[config.mk]
export PLATFORM = sky130hd
export DESIGN_NAME = div_radix2
export DESIGN_NICKNAME = d
export VERILOG_FILES = /design/src/rtl/div_radix2.sv
export SDC_FILE = /design/constraint.sdc
export NUM_CORES = 1
export LEC_CHECK = 0
export ABC_AREA = 1
export BUFFER_PORTS_ARGS = -buffer_cell sky130_fd_sc_hd__clkbuf_2
export CAP_MARGIN = 20
export CORE_MARGIN = 3
export CORE_UTILIZATION = 55
export CTS_CLUSTER_SIZE = 24
export DETAILED_ROUTE_END_ITERATION = 16
export MAX_ROUTING_LAYER = met4
export PLACE_DENSITY = 0.75
export SLEW_MARGIN = 20
export SYNTH_ARGS = -nofsm -noshare
export SYNTH_HDL_FRONTEND = slang
export SYNTH_SLANG_ARGS = --single-unit
export TNS_END_PERCENT = 20
[constraint.sdc]
create_clock -name clk_i -period 7.3 [get_ports clk_i]
set_input_delay 0.73 -clock clk_i [delete_from_list [all_inputs] [get_ports clk_i]]
set_output_delay 0.73 -clock clk_i [all_outputs]
set_load 0.005 [all_outputs]
[src/rtl/div_radix2.sv]
// div_radix2: iterative radix-2 restoring divider for MIPS DIV/DIVU.
// Produces one quotient bit per cycle and delivers {remainder, quotient}
// as the 64-bit {HI, LO} write word. Divide by zero short-circuits to a
// fixed {a, all-ones} result without iterating.
module div_radix2 (
    input  logic        clk_i,
    input  logic        rst_i,
    input  logic        start_i,
    input  logic        signed_div_i,
    input  logic        cancel_i,
    input  logic [31:0] a_i,
    input  logic [31:0] b_i,
    output logic        busy_o,
    output logic        done_o,
    output logic [63:0] result_o
);

    typedef enum logic [1:0] {
        S_IDLE   = 2'd0,
        S_CALC   = 2'd1,
        S_FINISH = 2'd2
    } state_t;

    state_t      state_q;
    logic [32:0] p_q;        // partial remainder
    logic [31:0] q_q;        // dividend shifting out / quotient shifting in
    logic [31:0] div_q;      // divisor magnitude
    logic        qsign_q;
    logic        rsign_q;
    logic [5:0]  cnt_q;
    logic        busy_q;
    logic        done_q;
    logic [63:0] result_q;

    logic [31:0] a_abs_s;
    logic [31:0] b_abs_s;
    logic [32:0] p_sh_s;
    logic [32:0] trial_s;
    logic [32:0] p_d;
    logic [31:0] q_d;
    logic [31:0] quo_fin_s;
    logic [31:0] rem_fin_s;

    // Operand magnitudes taken at accept time; unsigned ops pass through.
    always_comb begin
        if (signed_div_i && a_i[31]) begin
            a_abs_s = 32'd0 - a_i;
        end else begin
            a_abs_s = a_i;
        end
        if (signed_div_i && b_i[31]) begin
            b_abs_s = 32'd0 - b_i;
        end else begin
            b_abs_s = b_i;
        end
    end

    // One restoring step plus the sign-corrected final values of that step.
    always_comb begin
        p_sh_s  = {p_q[31:0], q_q[31]};
        trial_s = p_sh_s - {1'b0, div_q};
        if (!trial_s[32]) begin
            p_d = trial_s;
            q_d = {q_q[30:0], 1'b1};
        end else begin
            p_d = p_sh_s;
            q_d = {q_q[30:0], 1'b0};
        end
        if (qsign_q) begin
            quo_fin_s = 32'd0 - q_d;
        end else begin
            quo_fin_s = q_d;
        end
        if (rsign_q) begin
            rem_fin_s = 32'd0 - p_d[31:0];
        end else begin
            rem_fin_s = p_d[31:0];
        end
    end

    // Control FSM and datapath registers; result is written on FINISH entry.
    always_ff @(posedge clk_i or posedge rst_i) begin
        if (rst_i) begin
            state_q  <= S_IDLE;
            p_q      <= 33'd0;
            q_q      <= 32'd0;
            div_q    <= 32'd0;
            qsign_q  <= 1'b0;
            rsign_q  <= 1'b0;
            cnt_q    <= 6'd0;
            busy_q   <= 1'b0;
            done_q   <= 1'b0;
            result_q <= 64'd0;
        end else if (cancel_i) begin
            state_q <= S_IDLE;
            busy_q  <= 1'b0;
            done_q  <= 1'b0;
        end else begin
            case (state_q)
                S_IDLE: begin
                    done_q <= 1'b0;
                    if (start_i) begin
                        p_q     <= 33'd0;
                        q_q     <= a_abs_s;
                        div_q   <= b_abs_s;
                        qsign_q <= signed_div_i & (a_i[31] ^ b_i[31]);
                        rsign_q <= signed_div_i & a_i[31];
                        cnt_q   <= 6'd0;
                        busy_q  <= 1'b1;
                        if (b_i == 32'd0) begin
                            state_q  <= S_FINISH;
                            result_q <= {a_i, 32'hFFFF_FFFF};
                            done_q   <= 1'b1;
                        end else begin
                            state_q <= S_CALC;
                        end
                    end
                end
                S_CALC: begin
                    p_q   <= p_d;
                    q_q   <= q_d;
                    cnt_q <= cnt_q + 6'd1;
                    if (cnt_q == 6'd31) begin
                        state_q  <= S_FINISH;
                        result_q <= {rem_fin_s, quo_fin_s};
                        done_q   <= 1'b1;
                    end
                end
                S_FINISH: begin
                    state_q <= S_IDLE;
                    busy_q  <= 1'b0;
                    done_q  <= 1'b0;
                end
                default: begin
                    state_q <= S_IDLE;
                    busy_q  <= 1'b0;
                    done_q  <= 1'b0;
                end
            endcase
        end
    end

    assign busy_o   = busy_q;
    assign done_o   = done_q;
    assign result_o = result_q;

endmodule

==> results.ini, run 1 <==
[clocking]
path_clk_slew_ns=0.08
cts_buffers=17
cts_setup_buffers=0
cts_root_buffer=clkbuf_16
cts.htree.levels=4
cts_resized=0
holdBufCountCts=0
clockBufferDepth=2
clk_latency_ns=0.45
clock-sinks=172
cts_tree=done

[sta]
setup_tns_ns=0
clock_skew_ns=0.0196
fin_ws_ns=2.41
max-slew-margin-rel_pct=32.0
setup_violations=0
final-hold-violation-count=0
fin_crit_sh_pct=67.0
min_period_ns=4.89
hold-worst-slack_ns=0.479
slew_viol_final=0
max_freq_mhz=204
rsz0062_at_grt=false
worstMarginPinSlew_ns=1.02

[synth]
ys_warn_count=0
syn-num-nets=2302
ys_seq_area_share_pct=31.2
syn_avg_cell_area_um2=6.29
synth_edf_count=0
synth-seq-cells=172
syn-cell-area_mm2=0.0138
synthArstFlopShare_pct=100
synthFlopType=dfrtp_1
synth_cells=2195
yosysUniqueCellTypes=53

[finish]
final_layout_size_suffix_gt1_share_pct=10.3
stdcell_count=2615
syn_to_final_growth_pct=10.1
antenna_cells=0
nets=2386
multi_input_area_mm2=0.00787
regArea_mm2=0.00430
layout_commonest_cell=nand2_1
final_cell_mix=nand2_1 (699), inv_1 (332), nor2_1 (195), dfrtp_1 (172), nand3_1 (161)
n_fill_cell=2382

[status]
status=finished, final reports clean

[global_routing]
grt_max_degree=97
grt_overflow=0
track_usage_pct=33.3
grt_pass1_wl_mm=69.1
antenna_found_initial=2
first_global_vias=13300

[setup_path]
crit_fanout=44
r2r_end=result_o[28]$_DFFE_PP0P_
r2r_slack_ns=2.41
cp-start-kind=flop
critPathKind=reg2reg
regToRegStartpoint=q_q[31]$_DFFE_PP0P_
cp.arrival_ns=5.22
reg2reg_depth=23
cp.required_ns=7.63
endpoint_kind=flop

[die]
die-area_mm2=0.0270
die_x_um=164
die_height_um=164
core_mm2=0.0245
initial_core_util_pct=56.5
rows=57
ioPinCount=135

[routing]
first_iter_violations=1545
drc=0
vias_per_cell=5.55
via_count=14500
postRouteWirelength_mm=43.6
wl_per_cell_um=16.7
drtAntennaViolNets=0
drt_first_pass_iters=5

[run]
maxCapViolations=0

[placed_design]
dp_slack_ns=2.60
dp.cells=2584
routabilityCongestion=0.963
hpwl_mm=33.3
io_buffers=134

[worst_hold_path]
hold_class=in2async

-- cell usage after synthesis, drive strengths merged, types with 3 or more instances --
library cell / count / area (um^2)
nor3: 37 / 210
nand2: 724 / 2820
nor2: 204 / 791
o21a: 4 / 30.0
nand3: 165 / 848
or2: 3 / 18.8
xor2: 41 / 359
o2111ai: 4 / 35.0
xnor2: 11 / 96.3
dfrtp: 172 / 4300
o21ai: 107 / 547
o31ai: 7 / 52.6
ha: 37 / 463
nor4: 8 / 50.1
and3: 3 / 18.8
o211ai: 25 / 188
o22ai: 45 / 282
inv: 341 / 1280
clkbuf: 54 / 203
buf: 25 / 154
a21oi: 95 / 498
nand4: 34 / 213
and2: 4 / 25.0
nand3b: 12 / 90.1
a32oi: 3 / 26.3
a31oi: 16 / 100
clkinv: 3 / 11.3
-- metrics by stage --
stage               instance area, um^2  utilization (%)
global route                      15200             62.2
global placement                  14600             59.8
floorplan                         13800                -
finish                            15200             62.2
detailed placement                14600             59.8
CTS                               15200             62.2
-- cells by family after synthesis --
group                      count (synthesis)  share of synthesized area [%]
AOI/OAI and AO/OA                        315                           13.3
xor gates and xnor gates                  52                           3.30
adders and majority gates                 38                           3.50
buffers and inverters                    423                           11.9
DFF                                      172                           31.2
and+or+nand+nor                         1195                           36.8
-- sequential cells by signal, summed over array words and instances (netlist names) --
signal and flops:
rsign_q 1, result_o 64, div_q 32, qsign_q 1, cnt_q 6, p_q 32, q_q 32, done_o 1
busy_o 1, state_q 2
-- how the worst max path moves through the flow --
stage | startpoint | to | slack, ns | depth (start not counted)
2_1_floorplan | rst_i | busy_o$_DFFE_PP0P_ | 1.91 | 1
3_3_place_gp | q_q[31]$_DFFE_PP0P_ | result_o[30]$_DFFE_PP0P_ | 2.73 | 24
3_5_place_dp | q_q[31]$_DFFE_PP0P_ | result_o[28]$_DFFE_PP0P_ | 2.60 | 23
4_1_cts | q_q[31]$_DFFE_PP0P_ | result_o[28]$_DFFE_PP0P_ | 2.57 | 23
5_1_grt | q_q[31]$_DFFE_PP0P_ | result_o[30]$_DFFE_PP0P_ | 1.99 | 24
6_report | q_q[31]$_DFFE_PP0P_ | result_o[28]$_DFFE_PP0P_ | 2.41 | 23
-- cell type report --
type / count / area share [%]
clock buffers: 17 / 2.80
clock inverters: 14 / 1.01
inverters: 344 / 8.53
multi-input cells: 1600 / 51.8
flip-flops and latches: 172 / 28.3
well taps: 324 / 2.67
repair buffers: 144 / 4.90
-- critical path, cell delays in order (launching register included) --
cell and delay, ns:
dfrtp_1 0.36, inv_1 0.10, ha_1 0.15, inv_1 0.06
fa_1 0.43, nand2_1 0.08, nand2_1 0.08, nand3_1 0.11
nand2_2 0.10, nand2_2 0.08, nand2_2 0.07, nand2_4 0.09
nand3_2 0.25, nand2_4 0.51, ha_1 0.28, nand3_1 0.08
nor3_1 0.26, nand3_1 0.27, nor3_1 0.40, nand3_1 0.15
o21ai_0 0.36, nand2_1 0.11, xor2_1 0.16, o22a_1 0.21
-- metal layers --
layer,wire length (um),global-route usage [%],vias to the layer above
met1,20000,46.1,6693
met3,3300,5.67,63
li1,-,-,7189
met4,893,8.43,0
met5,0,-,-
met2,19400,51.1,579
Power of run 1 is not shown: default switching activity piles up to over one toggle a cycle in this logic, so the estimate is an artifact.
==> inputs of run 2 (changes only) <==
Settings changed: PLACE_DENSITY 0.75 to 0.78.
Clock period 7.3 ns to 4.1 ns, I/O delays scaled along.
==> run 2 against run 1 <==
Net effect:
- clock-buffer cell count grew 1
- non-clock buffer count grew 18
- critical endpoint is now result_o[59]$_DFFE_PP0P_
- clock skew grew 0.0041 ns
- highest routed layer unchanged
- global-route usage shrank 0.92 points
- maximum frequency grew 33%
==> results.ini, run 2 (synthesized netlist as in run 1, its figures left out) <==
[status]
status=finished, final reports clean  ; unchanged

[die]
die-area_mm2=0.0270  ; unchanged
ioPinCount=135  ; unchanged
die_x_um=164  ; unchanged
initial_core_util_pct=56.5  ; unchanged
die_height_um=164  ; unchanged
core_mm2=0.0245  ; unchanged
rows=57  ; unchanged

[routing]
drc=0  ; unchanged
vias_per_cell=5.59  ; was 5.55
wl_per_cell_um=16.2  ; was 16.7 um
drtAntennaViolNets=0  ; unchanged
first_iter_violations=1679  ; was 1,545
postRouteWirelength_mm=42.6  ; was 43.6 mm
drt_first_pass_iters=6  ; was 5
via_count=14700  ; was 14,500

[sta]
rsz0062_at_grt=false  ; unchanged
min_period_ns=3.67  ; was 4.89 ns
worstMarginPinSlew_ns=1.03  ; was 1.02 ns
slew_viol_final=0  ; unchanged
max_freq_mhz=272  ; was 204 MHz
setup_tns_ns=0  ; unchanged
fin_crit_sh_pct=89.5  ; was 67.0%
clock_skew_ns=0.0237  ; was 0.0196 ns
final-hold-violation-count=0  ; unchanged
setup_violations=0  ; unchanged
max-slew-margin-rel_pct=31.3  ; was 32.0%

[clocking]
clock-sinks=172  ; unchanged
cts_buffers=17  ; unchanged
clk_latency_ns=0.45  ; about the same
cts_root_buffer=clkbuf_16  ; unchanged
cts_tree=done  ; unchanged
clockBufferDepth=2  ; unchanged
path_clk_slew_ns=0.08  ; about the same
cts.htree.levels=4  ; unchanged

[finish]
final_layout_size_suffix_gt1_share_pct=11.2  ; was 10.3%
syn_to_final_growth_pct=11.7  ; was 10.1%
nets=2405  ; was 2,386
antenna_cells=0  ; unchanged
stdcell_count=2635  ; was 2,615
largest_reg_flops=64  ; unchanged
final_cell_mix=nand2_1 (699), inv_1 (332), nor2_1 (195), dfrtp_1 (172), nand3_1 (159)  ; was nand2_1 (699), inv_1 (332), nor2_1 (195), dfrtp_1 (172), nand3_1 (161)
layout_commonest_cell=nand2_1  ; unchanged

[global_routing]
antenna_found_initial=0  ; was 2
grt_pass1_wl_mm=67.6  ; was 69.1 mm
grt_overflow=0  ; unchanged
track_usage_pct=32.3  ; was 33.3%
grt_max_degree=173  ; was 97
first_global_vias=13400  ; was 13,300

[placed_design]
routabilityCongestion=1.02  ; was 0.963
hpwl_mm=32.4  ; was 33.3 mm
io_buffers=134  ; unchanged
dp.cells=2597  ; was 2,584

[setup_path]
endpoint_kind=flop  ; unchanged
r2r_end=result_o[59]$_DFFE_PP0P_  ; was result_o[28]$_DFFE_PP0P_
cp-start-kind=flop  ; unchanged
regToRegStartpoint=q_q[31]$_DFFE_PP0P_  ; unchanged
crit_fanout=19  ; was 44
cp.arrival_ns=4.00  ; was 5.22 ns
cp.required_ns=4.43  ; was 7.63 ns
critPathLaunch=q_q[31]$_DFFE_PP0P_  ; unchanged
r2r_slack_ns=0.43  ; was 2.41 ns
crit_end=result_o[59]$_DFFE_PP0P_  ; was result_o[28]$_DFFE_PP0P_
reg2reg_depth=26  ; was 23
critPathKind=reg2reg  ; unchanged

[worst_hold_path]
hold_class=in2async  ; unchanged

[run]
maxCapViolations=0  ; unchanged

==> run 2: cell types whose count changed in the layout (fill, tap and decap cells not counted), moves of 2 or more <==
cell / delta
buf_12: +2
buf_4: +15
nand3_2: +2
clkinvlp_4: +2
nor3_1: -2
nand3_1: -2
nor3_4: +2
==> run 2: final cells by class <==
cell class,count,area [um^2]
Fill cell,2303,9040
Multi-Input combinational cell,1601,7920
Sequential cell,172,4300
Inverter,344,1290
Timing Repair Buffer,162,913
Clock buffer,18,439
Tap cell,324,405
Clock inverter,14,148
==> run 2: what timing repair did <==
| action | in CTS | in global routing |
|---|---|---|
| setup endpoints to repair | 0 | 16 |
| buffers inserted | 0 | 5 |
| hold buffers | 0 | 0 |
| resized for setup | 0 | 9 |
==> run 2: layer usage <==
metal  track usage (%)  up-vias  share of wire [%]
met5                 -        -                  0
met4              11.1        0                3.3
met3              4.49      103                8.5
met2              49.1      643                 45
met1              44.7     6762                 44
li1                  -     7230                  -
==> run 2: worst min path at each step <==
stage	from	endpoint	slack, ns	depth (start not counted)
4_1_cts	cancel_i	busy_o$_DFFE_PP0P_	0.27	4
3_3_place_gp	busy_o$_DFFE_PP0P_	busy_o$_DFFE_PP0P_	0.46	2
6_report	rst_i	p_q[2]$_DFFE_PP0P_	0.26	3
3_5_place_dp	result_o[49]$_DFFE_PP0P_	result_o[49]$_DFFE_PP0P_	0.47	2
2_1_floorplan	div_q[10]$_DFFE_PP0P_	div_q[10]$_DFFE_PP0P_	0.45	2
5_1_grt	cancel_i	busy_o$_DFFE_PP0P_	0.28	4
==> run 2: worst max-delay path, stage by stage, from the launching register on <==
cell and delay (ns):
dfrtp_1 0.36, inv_1 0.07, ha_1 0.14, inv_1 0.07, fa_1 0.42, nand2_1 0.09
nand2_1 0.08, nand3_1 0.10, nand2_2 0.10, nand2_2 0.08, nand2_2 0.07, nand2_4 0.10
nand2_4 0.07, nand2_4 0.26, nand2_4 0.20, nand2_1 0.12, nand2_1 0.12, nor2_1 0.11
nand2_1 0.05, nor2_1 0.24, nand2_1 0.12, nand2_1 0.20, nand2_1 0.09, nand2_1 0.06
nand3_1 0.07, nand2_1 0.11, nand2_1 0.07
==> run 2: per-stage QoR <==
step                      instance area [um^2]  setup WS [ns]  util (%)  hold WS (ns)
after floorplan                          13800          0.416         -         0.453
after CTS                                15300          0.135      62.7         0.265
after global placement                   14700          0.321      60.3         0.463
final                                    15400          0.429      63.0         0.262
after global routing                     15400         0.0413      63.0         0.276
after detailed placement                 14700          0.152      60.3         0.465
Power of run 2 is left out for the same reason.
==> inputs of run 3 (changes only) <==
Settings changed: GPL_TIMING_DRIVEN set to 0, PLACE_DENSITY 0.78 to 0.75.
Clock period 4.1 ns to 4.6 ns, I/O delays scaled along.
==> run 3 against run 2 <==
Net effect:
- clock skew shrank 0.0041 ns
- global-route usage grew 6.0 points
- highest routed layer unchanged
- register-to-register slack lost 0.24 ns
- clock-buffer cell count is the same
- wire length grew 19%
- maximum frequency shrank 17%
- first-iteration DRC count grew 24%
- sequential share of layout area shrank 0.32 points
- final area grew 1.2%
- worst hold slack lost 0.25 ns
- critical path depth shrank 3
==> results.ini, run 3 (synthesized netlist as in run 1, its figures left out) <==
[finish]
layout_commonest_cell=nand2_1  ; unchanged
largest_reg_flops=64  ; unchanged
fin_area_mm2=0.0156  ; was 0.0154 mm^2
syn_to_final_growth_pct=13.0  ; was 11.7%
final_cell_mix=nand2_1 (700), inv_1 (333), nor2_1 (196), dfrtp_1 (172), nand3_1 (161)  ; was nand2_1 (699), inv_1 (332), nor2_1 (195), dfrtp_1 (172), nand3_1 (159)
stdcell_count=2691  ; was 2,635
nets=2460  ; was 2,405
final_layout_size_suffix_gt1_share_pct=10.6  ; was 11.2%

[sta]
min_period_ns=4.41  ; was 3.67 ns
slew_viol_final=0  ; unchanged
final-hold-violation-count=0  ; unchanged
max-slew-margin-rel_pct=40.0  ; was 31.3%
clock_skew_ns=0.0195  ; was 0.0237 ns
max_freq_mhz=227  ; was 272 MHz
rsz0062_at_grt=false  ; unchanged
fin_crit_sh_pct=95.9  ; was 89.5%
setup_violations=0  ; unchanged
worstMarginPinSlew_ns=0.901  ; was 1.03 ns

[die]
rows=57  ; unchanged
die_x_um=164  ; unchanged
die_height_um=164  ; unchanged
core_mm2=0.0245  ; unchanged
ioPinCount=135  ; unchanged
initial_core_util_pct=56.5  ; unchanged
die-area_mm2=0.0270  ; unchanged

[clocking]
cts_buffers=17  ; unchanged
clk_latency_ns=0.44  ; was 0.45 ns
path_clk_slew_ns=0.08  ; about the same
cts_resized=3  ; was 0
holdBufCountCts=0  ; unchanged
clockBufferDepth=2  ; unchanged
cts_setup_buffers=0  ; unchanged
clock-sinks=172  ; unchanged
cts_root_buffer=clkbuf_16  ; unchanged
cts.htree.levels=4  ; unchanged
cts_tree=done  ; unchanged

[setup_path]
crit_path_top_delay_cell=dfrtp_1  ; was fa_1
cp-start-kind=flop  ; unchanged
max_stage_delay_ns=0.53  ; was 0.42 ns
critPathKind=reg2reg  ; unchanged
cp.arrival_ns=4.75  ; was 4.00 ns
endpoint_kind=flop  ; unchanged
worstPathCellList=ha_1 -> inv_1 -> fa_1 -> nand2_1 -> nand2_1 -> nand3_1 -> nand2_2 -> nand2_2 -> nand2_2 -> nand2_4 -> nand3_2 -> nand2_4 -> buf_4 -> ha_1 -> nand3_1 -> nor3_4 -> nand3_2 -> nor3_2 -> nand3_1 -> o21ai_2 -> nand2_1 -> xor2_1 -> o22a_1
crit_fanout=10  ; was 19
cp.required_ns=4.94  ; was 4.43 ns

[routing]
postRouteWirelength_mm=50.6  ; was 42.6 mm
drc=0  ; unchanged
drtAntennaViolNets=0  ; unchanged
dr_wl_met3_mm=5.36  ; was 3.63 mm
wl_per_cell_um=18.8  ; was 16.2 um
wl_met2_mm=20.7  ; was 19.0 mm
first_iter_violations=2085  ; was 1,679
top_layer=met4  ; unchanged
wl_met1_mm=23.1  ; was 18.6 mm
vias_per_cell=5.76  ; was 5.59
via_count=15500  ; was 14,700
drt_first_pass_iters=6  ; unchanged

[run]
maxCapViolations=0  ; unchanged

[global_routing]
track_usage_pct=38.3  ; was 32.3%
first_global_vias=14300  ; was 13,400
antenna_found_initial=1  ; was 0
grt_max_degree=37  ; was 173
grt_pass1_wl_mm=77.5  ; was 67.6 mm
grt_overflow=0  ; unchanged

[placed_design]
dp.cells=2658  ; was 2,597
routabilityCongestion=1.01  ; was 1.02
io_buffers=134  ; unchanged
placed_area_mm2=0.0150  ; was 0.0147 mm^2
hpwl_mm=40.6  ; was 32.4 mm

[worst_hold_path]
hold_class=in2async  ; unchanged

[status]
status=finished, final reports clean  ; unchanged

## run 3: cell types whose count changed in the layout (fill, tap and decap cells not counted), moves of 2 or more
| cell | previous run | this run |
|---|---|---|
| buf_1 | 0 | 5 |
| clkbuf_1 | 0 | 54 |
| buf_4 | 25 | 5 |
| buf_6 | 0 | 2 |
| nand3_1 | 159 | 161 |
| nand3_2 | 5 | 3 |
| buf_12 | 2 | 5 |
| buf_2 | 0 | 12 |
## run 3: per-layer routing
metal | GRT usage (%) | up-vias
li1 | - | 7336
met5 | - | -
met1 | 56.7 | 7179
met4 | 12.1 | 0
met3 | 7.22 | 104
met2 | 53.0 | 887
## run 3: layout make-up
type                       count  area, um^2
inverter                     344        1290
clock buffer                  18         439
buffer                        79         357
clock inverter                14         145
fill                        2370        8860
antenna                        1        2.50
tap                          324         405
timing repair buffer         139         771
sequential                   172        4300
multi-input combinational   1600        7880
## run 3: path summary, 6_finish.rpt
path	startpoint	to	slack, ns	depth (start not counted)
max in group asynchronous	rst_i	div_q[11]$_DFFE_PP0P_	3.84	4
max reg2reg	div_q[0]$_DFFE_PP0P_	result_o[28]$_DFFE_PP0P_	0.19	23
min reg2reg	result_o[11]$_DFFE_PP0P_	result_o[11]$_DFFE_PP0P_	0.49	2
min	rst_i	q_q[8]$_DFFE_PP0P_	0.007	2
max	div_q[0]$_DFFE_PP0P_	result_o[28]$_DFFE_PP0P_	0.19	23
min in group clk_i	cancel_i	busy_o$_DFFE_PP0P_	0.33	4
## run 3: stage by stage
stage                     setup slack (ns)  utilization (%)  hold slack [ns]  TNS, ns
after floorplan                      0.916                -            0.453        0
after global placement             -0.0924             60.9            0.464   -0.183
after detailed placement            -0.205             61.3            0.462   -0.427
after CTS                           0.0293             63.7          0.00518        0
after global routing               0.00684             63.8           0.0127        0
final                                0.188             63.8          0.00702        0
## run 3: worst max-delay path: cells and delay by family (launching register included)
kind                       cells  cell delay [ns]
and+or+nand+nor               15             1.97
AOI/OAI and AO/OA              2             0.40
DFF                            1             0.53
buffers and inverters          2             0.35
adders and majority gates      3             0.90
xor gates and xnor gates       1             0.17
Power of run 3 is left out for the same reason.
